===== src/rtl/pipe_stage_reg.sv =====
// Configurable inter-stage pipeline register with a valid bit, a NOP bubble,
// an exception freeze and saturating stall/bubble performance counters.
module pipe_stage_reg #(
  parameter int unsigned       DATA_W    = 128,
  parameter int unsigned       STAT_W    = 2,
  parameter logic [STAT_W-1:0] STAT_AOK  = {STAT_W{1'b0}},
  parameter logic [3:0]        NOP_ICODE = 4'h1,
  parameter int unsigned       CNT_W     = 16
) (
  input  logic              clk,
  input  logic              rst_n,
  input  logic              stall,
  input  logic              bubble,
  input  logic              in_valid,
  input  logic [STAT_W-1:0] in_stat,
  input  logic [3:0]        in_icode,
  input  logic [3:0]        in_ifun,
  input  logic [DATA_W-1:0] in_data,
  output logic              out_valid,
  output logic [STAT_W-1:0] out_stat,
  output logic [3:0]        out_icode,
  output logic [3:0]        out_ifun,
  output logic [DATA_W-1:0] out_data,
  output logic              halted,
  output logic [CNT_W-1:0]  stall_cnt,
  output logic [CNT_W-1:0]  bubble_cnt
);

  typedef enum logic [2:0] {
    ACT_RESET  = 3'd0,
    ACT_STALL  = 3'd1,
    ACT_FROZEN = 3'd2,
    ACT_BUBBLE = 3'd3,
    ACT_LOAD   = 3'd4
  } act_e;

  // Counters stop at all-ones instead of wrapping so a long run never reads as short.
  function automatic logic [CNT_W-1:0] sat_inc(input logic [CNT_W-1:0] v);
    if (v == {CNT_W{1'b1}}) begin
      return v;
    end else begin
      return v + {{(CNT_W-1){1'b0}}, 1'b1};
    end
  endfunction

  logic              r_valid;
  logic [STAT_W-1:0] r_stat;
  logic [3:0]        r_icode;
  logic [3:0]        r_ifun;
  logic [DATA_W-1:0] r_data;
  logic              r_halted;
  logic [CNT_W-1:0]  r_stall_cnt;
  logic [CNT_W-1:0]  r_bubble_cnt;

  act_e w_act;
  logic w_except;

  // Edge action decode: reset > stall > frozen > bubble > load.
  always_comb begin
    w_act    = ACT_LOAD;
    w_except = in_valid && (in_stat != STAT_AOK);
    if (!rst_n) begin
      w_act = ACT_RESET;
    end else if (stall) begin
      w_act = ACT_STALL;
    end else if (r_halted) begin
      w_act = ACT_FROZEN;
    end else if (bubble) begin
      w_act = ACT_BUBBLE;
    end else begin
      w_act = ACT_LOAD;
    end
  end

  // Stage contents and freeze flag.
  always_ff @(posedge clk) begin
    case (w_act)
      ACT_RESET, ACT_BUBBLE: begin
        r_valid <= 1'b0;
        r_stat  <= STAT_AOK;
        r_icode <= NOP_ICODE;
        r_ifun  <= 4'h0;
        r_data  <= {DATA_W{1'b0}};
        if (w_act == ACT_RESET) begin
          r_halted <= 1'b0;
        end
      end
      ACT_LOAD: begin
        r_valid <= in_valid;
        r_stat  <= in_stat;
        r_icode <= in_icode;
        r_ifun  <= in_ifun;
        r_data  <= in_data;
        if (w_except) begin
          r_halted <= 1'b1;
        end
      end
      ACT_STALL, ACT_FROZEN: begin
        r_valid <= r_valid;
      end
      default: begin
        r_valid <= r_valid;
      end
    endcase
  end

  // Performance counters; only reset clears them.
  always_ff @(posedge clk) begin
    case (w_act)
      ACT_RESET: begin
        r_stall_cnt  <= {CNT_W{1'b0}};
        r_bubble_cnt <= {CNT_W{1'b0}};
      end
      ACT_STALL: begin
        r_stall_cnt <= sat_inc(r_stall_cnt);
      end
      ACT_BUBBLE: begin
        r_bubble_cnt <= sat_inc(r_bubble_cnt);
      end
      default: begin
        r_stall_cnt <= r_stall_cnt;
      end
    endcase
  end

  assign out_valid  = r_valid;
  assign out_stat   = r_stat;
  assign out_icode  = r_icode;
  assign out_ifun   = r_ifun;
  assign out_data   = r_data;
  assign halted     = r_halted;
  assign stall_cnt  = r_stall_cnt;
  assign bubble_cnt = r_bubble_cnt;

endmodule


===== config.mk =====
export PLATFORM = sky130hd
export DESIGN_NAME = pipe_stage_reg
export DESIGN_NICKNAME = d
export VERILOG_FILES = /design/src/rtl/pipe_stage_reg.sv
export SDC_FILE = /design/constraint.sdc
export NUM_CORES = 1
export LEC_CHECK = 0
export ABC_AREA = 1
export ABC_CLOCK_PERIOD_IN_PS = 10500
export CAP_MARGIN = 20
export CORE_MARGIN = 1.5
export CORE_UTILIZATION = 40
export DETAILED_ROUTE_END_ITERATION = 8
export PLACE_DENSITY_LB_ADDON = 0.15
export RECOVER_POWER = 25
export SYNTH_ARGS = -nofsm -noshare
export SYNTH_HDL_FRONTEND = slang
export SYNTH_SLANG_ARGS = --single-unit
export TNS_END_PERCENT = 30

===== constraint.sdc =====
create_clock -name clk -period 10.5 [get_ports clk]
set_input_delay 1.575 -clock clk [delete_from_list [all_inputs] [get_ports clk]]
set_output_delay 1.575 -clock clk [all_outputs]
set_load 0.01 [all_outputs]

* Word level (Yosys, flattened, before mapping) *
Cells that the tools add are included.

word-level totals
  output and inout port bits = 172
  input port bits = 143
  flip-flop bits (word level) = 172
  logic and storage cells = 45

operators by class
  add/subtract/negate cells = 2
  multiplexer cells = 16
  reductions and logical operators = 10
  eq/ne operators = 9

operator list
  kind                   count
  $pmux 128 s2           1
  $pmux 16 s2            2
  $add 16x1->16 const B  2
  $eq 16x16->1 const B   2
  $mux 16                2
  $pmux 4 s2             2
  $mux 3                 4
  $ne 2x2->1 const B     4
  $reduce_bool 2->1      4
  $pmux 1 s2             2
  $pmux 2 s2             1
  $reduce_and 2->1       2
  $eq 3x1->1 const B     1
  $eq 3x2->1 const B     1
  $eq 3x3->1 const B     1
  $logic_not 3->1        1
  $reduce_and 3->1       1
  $mux 1                 2
  $reduce_or 2->1        1
  $logic_and 1x1->1      1

* Depth between registers and ports, before layout *
Gate-level depths: netlist of run 1.

  depth after elaboration = 8
  gate-level depth with buffers = 7
  gate-level depth less buffers = 7

* Worst setup path before layout of run 1 *
Ideal clock, no wire load.

  path kind = input to register
  start = input port rst_n
  end = register r_data[0] (netlist: out_data[0]), enable pin
  path slack = 3868 ps
  required time = 8953 ps
  buffers on the path = 1
  stages = 5
  data arrival time = 5085 ps
  library setup time = 1547 ps
  cell sequence = inv_2 > nor2_4 > nand3_1 > buf_2 > nand3_1

between the ends
  longest elaborated chain between the ends = 4
  elaborated cells between the ends (all ways) = 6
  those cells by class = eq/ne (2); mux (1); reduce/logical (3)

RTL lines
  what                                           line  text
  from (decl)                                    11    input logic rst_n,
  $mux 3 (*)                                     62    if (!rst_n) begin
  $eq 3x2->1 or $logic_not 3->1 (tied branches)  77    case (w_act)
  $reduce_or 2->1                                77
  $reduce_bool 2->1 (no source line) (*)         --
  to (signal assigned)                           83    r_data <= {DATA_W{1'b0}};
  to (signal assigned)                           93    r_data <= in_data;
  to (decl)                                      50    logic [DATA_W-1:0] r_data;

Every way passes the cells marked *; elsewhere a longest branch is shown, timed or not.
A chain may end at the register's enable or synchronous reset.

* Worst setup path after layout of run 1 *
  start = input port rst_n
  end = register r_icode[1] (netlist: out_icode[1]), enable pin

between the ends
  longest elaborated chain between the ends = 4
  elaborated cells between the ends (all ways) = 6
  those cells by class = eq/ne (2); mux (1); reduce/logical (3)

RTL lines
  what                                           line  text
  $mux 3 (*)                                     62
  $eq 3x2->1 or $logic_not 3->1 (tied branches)  77
  $reduce_or 2->1                                77
  $reduce_bool 2->1 (no source line) (*)         --
  to (signal assigned)                           91    r_icode <= in_icode;
  to (decl)                                      48    logic [3:0] r_icode;

Marks and branches as above.

==> impl_metrics.py, run 1 <==
metrics = {
    "status": {
        "outcome": "complete, but fails checks",
        "violations": "capacitance limit, slew limit",
    },
    "synthesis": {
        "synth_area_leaders": "edfxtp_1 71%, nor2_1 9.5%, inv_1 9.1%",
        "syn_avg_cell_area_um2": 10.8,
        "synth_top_family_by_area": "simple AND/OR/NAND/NOR gates",
        "netlist_instances": 673,
        "ys_seq_area_share_pct": 71.1,
        "synth_fa_ha_area_share_pct": 0.344,
        "synthSimpleGateAreaFrac_pct": 14.8,
        "synthXorXnorAreaFrac_pct": 0.241,
        "ys_types": 25,
        "ys_ff_latch": 172,
        "syn-num-nets": 818,
        "synth_top_area_share_pct": 71.1,
        "netlist_area_um2": 7270,
        "synth_largest_area_cell": "edfxtp_1",
        "synth_warnings": 0,
        "synthMuxAreaShare_pct": 0,
        "synth_compound_area_share_pct": 2.27,
    },
    "global_route": {
        "antenna_found_initial": 0,
        "grt_pass1_wl_mm": 27.0,
        "grt_pass1_vias": 5074,
        "grt_max_degree": 81,
        "gr-total-overflow": 0,
        "track_usage_pct": 19.4,
    },
    "timing": {
        "setup_tns_ps": 0,
        "fin_ws_ps": 4270,
        "period_needed_ps": 6230,
        "setup_viol": 0,
        "rsz0062_at_grt": "false",
        "worst_pin_slew_ps": 2400,
        "fmaxAchievable_mhz": 160,
        "fin_skew_ps": 9.30,
        "relSlewSlack_pct": -60.2,
        "final_hold_viol_count": 0,
        "whs_ps": 627,
        "fin_crit_sh_pct": 59.4,
        "slew_violations": 72,
    },
    "pwr": {
        "powerDensity_nw_per_um2": 152,
        "p_leak_nw": 4.95,
        "max-vdd-ir-drop_mv": 0.109,
    },
    "floorplanning": {
        "core_um2": 17900,
        "num_io_pins": 315,
        "die_h_um": 138,
        "die_w_um": 138,
        "row_count": 49,
        "die_area_um2": 19000,
        "initial_utilization_pct": 40.6,
    },
    "clock_network": {
        "cts_resized": 0,
        "cts_sinks": 172,
        "cts.clk_slew.worst_paths_ps": 60,
        "cts_hold_buffers": 0,
        "cts_setup_buffers": 0,
        "clock_latency_ps": 430,
        "htreeDepth": 4,
        "cts-buffers-inserted": 17,
        "clockRootBuffer": "clkbuf_16",
        "cts_tree": "built",
        "clockBufferDepth": 2,
    },
    "route": {
        "postRouteWirelength_mm": 18.5,
        "vias": 5367,
        "wl_per_cell_um": 15.0,
        "drc": 0,
        "ant_nets": 0,
        "drt_iter0_drc": 265,
        "via_per_inst": 4.35,
        "drt-pass1-iter-count": 4,
    },
    "final_layout": {
        "antenna_cells": 0,
        "syn_to_final_growth_pct": 54.0,
        "fill_cells": 1509,
        "drive_gt1_share_pct": 3.49,
        "layout.nets": 1137,
    },
    "flow_run": {
        "cap_violations": 1,
    },
    "placement": {
        "place.gp.congestion": 0.801,
        "io_buffer_count": 314,
        "hpwlAfterDp_mm": 13.5,
        "dp_slack_ps": 5340,
    },
    "setup_path": {
        "cp-start-kind": "input pin",
        "required_ps": 10540,
        "critical_path.cell_chain": "dlygate4sd3_1, inv_1, nor2_1, nand2_1, nand3_4, buf_4",
        "path_class": "input pin to flop",
        "critPathArrivalTime_ps": 6270,
        "end_kind": "flop",
        "slowest_delay_ps": 1380,
        "critPathSlowestCell": "nand3_4",
        "cp_max_fo": 80,
    },
    "min_path": {
        "holdCritPathClass": "flop to flop",
    },
}
-- worst paths after layout --
kind	startpoint	end	slack [ps]	cells past startpoint
max	rst_n	out_icode[1]	4270	6
min	bubble_cnt[4]	bubble_cnt[4]	630	1
max reg2reg	halted	out_icode[1]	5880	4
min reg2reg	bubble_cnt[4]	bubble_cnt[4]	630	1
-- placed cells by master (no fill, tap or decap), types with 4 or more instances in the layout --
master and instances:
a21oi_1 14, nand3_1 15, bufinv_16 4, edfxtp_1 172
o21ai_0 10, clkbuf_16 17, nor3_1 7, inv_1 177
nand2_1 59, clkdlybuf4s50_1 236, dlygate4sd3_1 78, nor2_1 184
-- state kept, by name, indices dropped and copies added (netlist names) --
register    count
bubble_cnt     16
halted          1
out_data      128
out_icode       4
out_ifun        4
out_stat        2
out_valid       1
stall_cnt      16
-- worst max-delay path, delay by kind of cell --
| kind | cells | cell delay, ps |
|---|---|---|
| buf+inv | 3 | 1710 |
| simple gates | 3 | 2870 |
-- cells in the mapped netlist, drive strengths merged --
master  instances
nor2          185
o21bai          2
xor2            1
o21ai          10
xnor2           1
nor3b           1
nand4           3
nor3            7
or2             1
a21oi          15
edfxtp        172
a31oi           1
inv           178
ha              2
clkbuf          4
nand3          16
buf            13
nand2          59
o21a            2
-- area by class of cell --
class | count | area (µm²) | share of cell area, %
Sequential cell | 172 | 5160 | 46.2
Timing Repair Buffer | 317 | 3160 | 28.3
Multi-Input combinational cell | 306 | 1290 | 11.5
Inverter | 178 | 668 | 5.97
Clock buffer | 17 | 425 | 3.80
Tap cell | 229 | 287 | 2.56
Clock inverter | 14 | 193 | 1.72
-- layer usage --
layer | GRT usage, % | up-vias | part of all wire, %
met4 | 7.52 | 0 | 2.2
li1 | - | 2719 | -
met1 | 23.0 | 2426 | 38
met2 | 30.9 | 196 | 50
met3 | 8.76 | 26 | 9.7
met5 | 0 | - | 0
-- stage by stage --
stage               instances  area, µm²  power (mW)  util [%]
finish                   1233      11200        1.70      62.5
global route             1233      11200        1.76      62.5
CTS                      1233      11200        1.72      62.6
detailed placement       1202      10600        1.05      59.1
global placement         1202      10600        1.05      59.1
floorplan                 673       7270       0.906         -
-- kinds of logic (layout without fill, tap and decap cells) --
kind of cell               Yosys count  after routing
AOI/OAI and AO/OA                   30             30
buffers and inverters              195            526
xor gates and xnor gates             2              2
and+or+nand+nor                    272            272
DFF                                172            172
adders and majority gates            2              2
-- where the power goes --
part	total, mW	internal, mW	switching (mW)
Combinational	0.208	0.117	0.0914
Sequential	0.819	0.802	0.0169
Clock	0.668	0.399	0.269
No activity file was read; power rests on OpenSTA's default activity.
==> inputs of run 2 (changes only) <==
ABC_CLOCK_PERIOD_IN_PS = 5560   (was 10500)
CORE_UTILIZATION = 38   (was 40)
clock period = 5.56 ns   (was 10.5 ns; I/O delays follow)
==> impl_metrics.py, run 2 (synthesized netlist as in run 1, its figures left out) <==
metrics = {
    "final_layout": {
        "final_common_cell": "clkdlybuf4s50_1",
        "syn_to_final_growth_pct": 53.7,
        "final_cell_mix": "218 x clkdlybuf4s50_1, 184 x nor2_1, 177 x inv_1",
        "drive_gt1_share_pct": 3.68,
        "largest_register_ffs": 128,
        "antenna_cells": 0,
        "final_area_um2": 11200,
        "layout.nets": 1139,
        "instances_no_fill": 1240,
    },
    "clock_network": {
        "cts_sinks": 172,
        "cts_hold_buffers": 0,
        "clockRootBuffer": "clkbuf_16",
        "htreeDepth": 4,
        "clock_latency_ps": 420,
        "cts_resized": 0,
        "cts_setup_buffers": 0,
        "cts.clk_slew.worst_paths_ps": 70,
        "cts-buffers-inserted": 17,
        "cts_tree": "built",
        "clockBufferDepth": 2,
    },
    "timing": {
        "rsz0062_at_grt": "false",
        "period_needed_ps": 4120,
        "worst_pin_slew_ps": 926,
        "setup_viol": 0,
        "fmaxAchievable_mhz": 243,
        "setup_tns_ps": 0,
        "relSlewSlack_pct": 38.3,
        "fin_skew_ps": 7.01,
        "slew_violations": 0,
        "final_hold_viol_count": 0,
        "fin_crit_sh_pct": 74.1,
    },
    "global_route": {
        "track_usage_pct": 18.9,
        "grt_pass1_vias": 5397,
        "use_met1_pct": 21.0,
        "gr-total-overflow": 0,
        "antenna_found_initial": 0,
        "grt_max_degree": 74,
        "grt_pass1_wl_mm": 28.3,
        "grt_use_met3_pct": 8.77,
        "grt_use_met2_pct": 31.3,
        "busiest_layer": "met2",
    },
    "setup_path": {
        "ff2ff_path_depth": 5,
        "end_kind": "flop",
        "r2r_end": "out_data[87]",
        "endpoint": "out_data[87]",
        "required_ps": 5600,
        "critPathLaunch": "rst_n",
        "r2r-start": "halted",
        "cp-start-kind": "input pin",
        "cp_max_fo": 71,
        "path_class": "input pin to flop",
        "worst-r2r-setup-slack_ps": 2510,
        "critPathArrivalTime_ps": 4160,
    },
    "min_path": {
        "holdCritStartpoint": "bubble_cnt[0]",
        "hold_depth": 1,
        "holdCritPathClass": "flop to flop",
    },
    "floorplanning": {
        "die_area_um2": 20000,
        "initial_utilization_pct": 38.8,
        "num_io_pins": 315,
        "die_h_um": 141,
        "die_w_um": 141,
        "row_count": 50,
        "core_um2": 18700,
    },
    "route": {
        "ant_nets": 0,
        "postRouteWirelength_mm": 18.4,
        "drt-pass1-iter-count": 4,
        "vias": 5446,
        "drt_iter0_drc": 297,
        "via_per_inst": 4.39,
        "wl_per_cell_um": 14.8,
        "drc": 0,
    },
    "placement": {
        "placed_area_um2": 10600,
        "hpwlAfterDp_mm": 13.3,
        "place_inst": 1209,
        "place.gp.congestion": 0.831,
        "io_buffer_count": 314,
    },
    "pwr": {
        "power_mw": 3.11,
        "max-vdd-ir-drop_mv": 0.215,
        "p_leak_nw": 4.97,
        "powerDensity_nw_per_um2": 278,
    },
    "status": {
        "outcome": "completed",
    },
    "flow_run": {
        "cap_violations": 0,
    },
}
## run 2: stage by stage
step | util, % | hold WS [ps] | setup slack, ps
floorplan | - | 645 | 1500
global placement | 56.7 | 623 | 1250
detailed placement | 56.7 | 628 | 1230
CTS | 59.8 | 638 | 1700
global route | 59.7 | 663 | 1190
finish | 59.7 | 631 | 1440
## run 2: worst min path at each step
stage	to	slack [ps]
after global routing	stall_cnt[0]	660
final	bubble_cnt[0]	630
after detailed placement	bubble_cnt[0]	630
after CTS	bubble_cnt[0]	640
after global placement	stall_cnt[15]	620
after floorplan	bubble_cnt[0]	640
## run 2: critical path: stages
cell           delay (ps)
dlygate4sd3_1         680
inv_1                  90
nor2_1                270
nand3_1               480
nand3_4               160
buf_4                 660
buf_4                 860
## run 2: cell type report
class                           instances  area [µm²]
Multi-Input combinational cell        306        1290
Inverter                              178         668
Clock buffer                           19         433
Fill cell                            1572        7540
Sequential cell                       172        5160
Clock inverter                         12         139
Timing Repair Buffer                  319        3180
Tap cell                              234         293
## run 2: power by group
group          leakage (nW)  switching (mW)  total, mW  internal, mW
clock network         0.273           0.507       1.17         0.665
registers              1.81          0.0314       1.55          1.51
logic                  2.88           0.173      0.390         0.217
## run 2: routing by layer
metal | up-vias | routed length (µm)
met4 | 0 | 457
met1 | 2492 | 7010
met3 | 28 | 1860
li1 | 2728 | -
met5 | - | 0
met2 | 198 | 9070
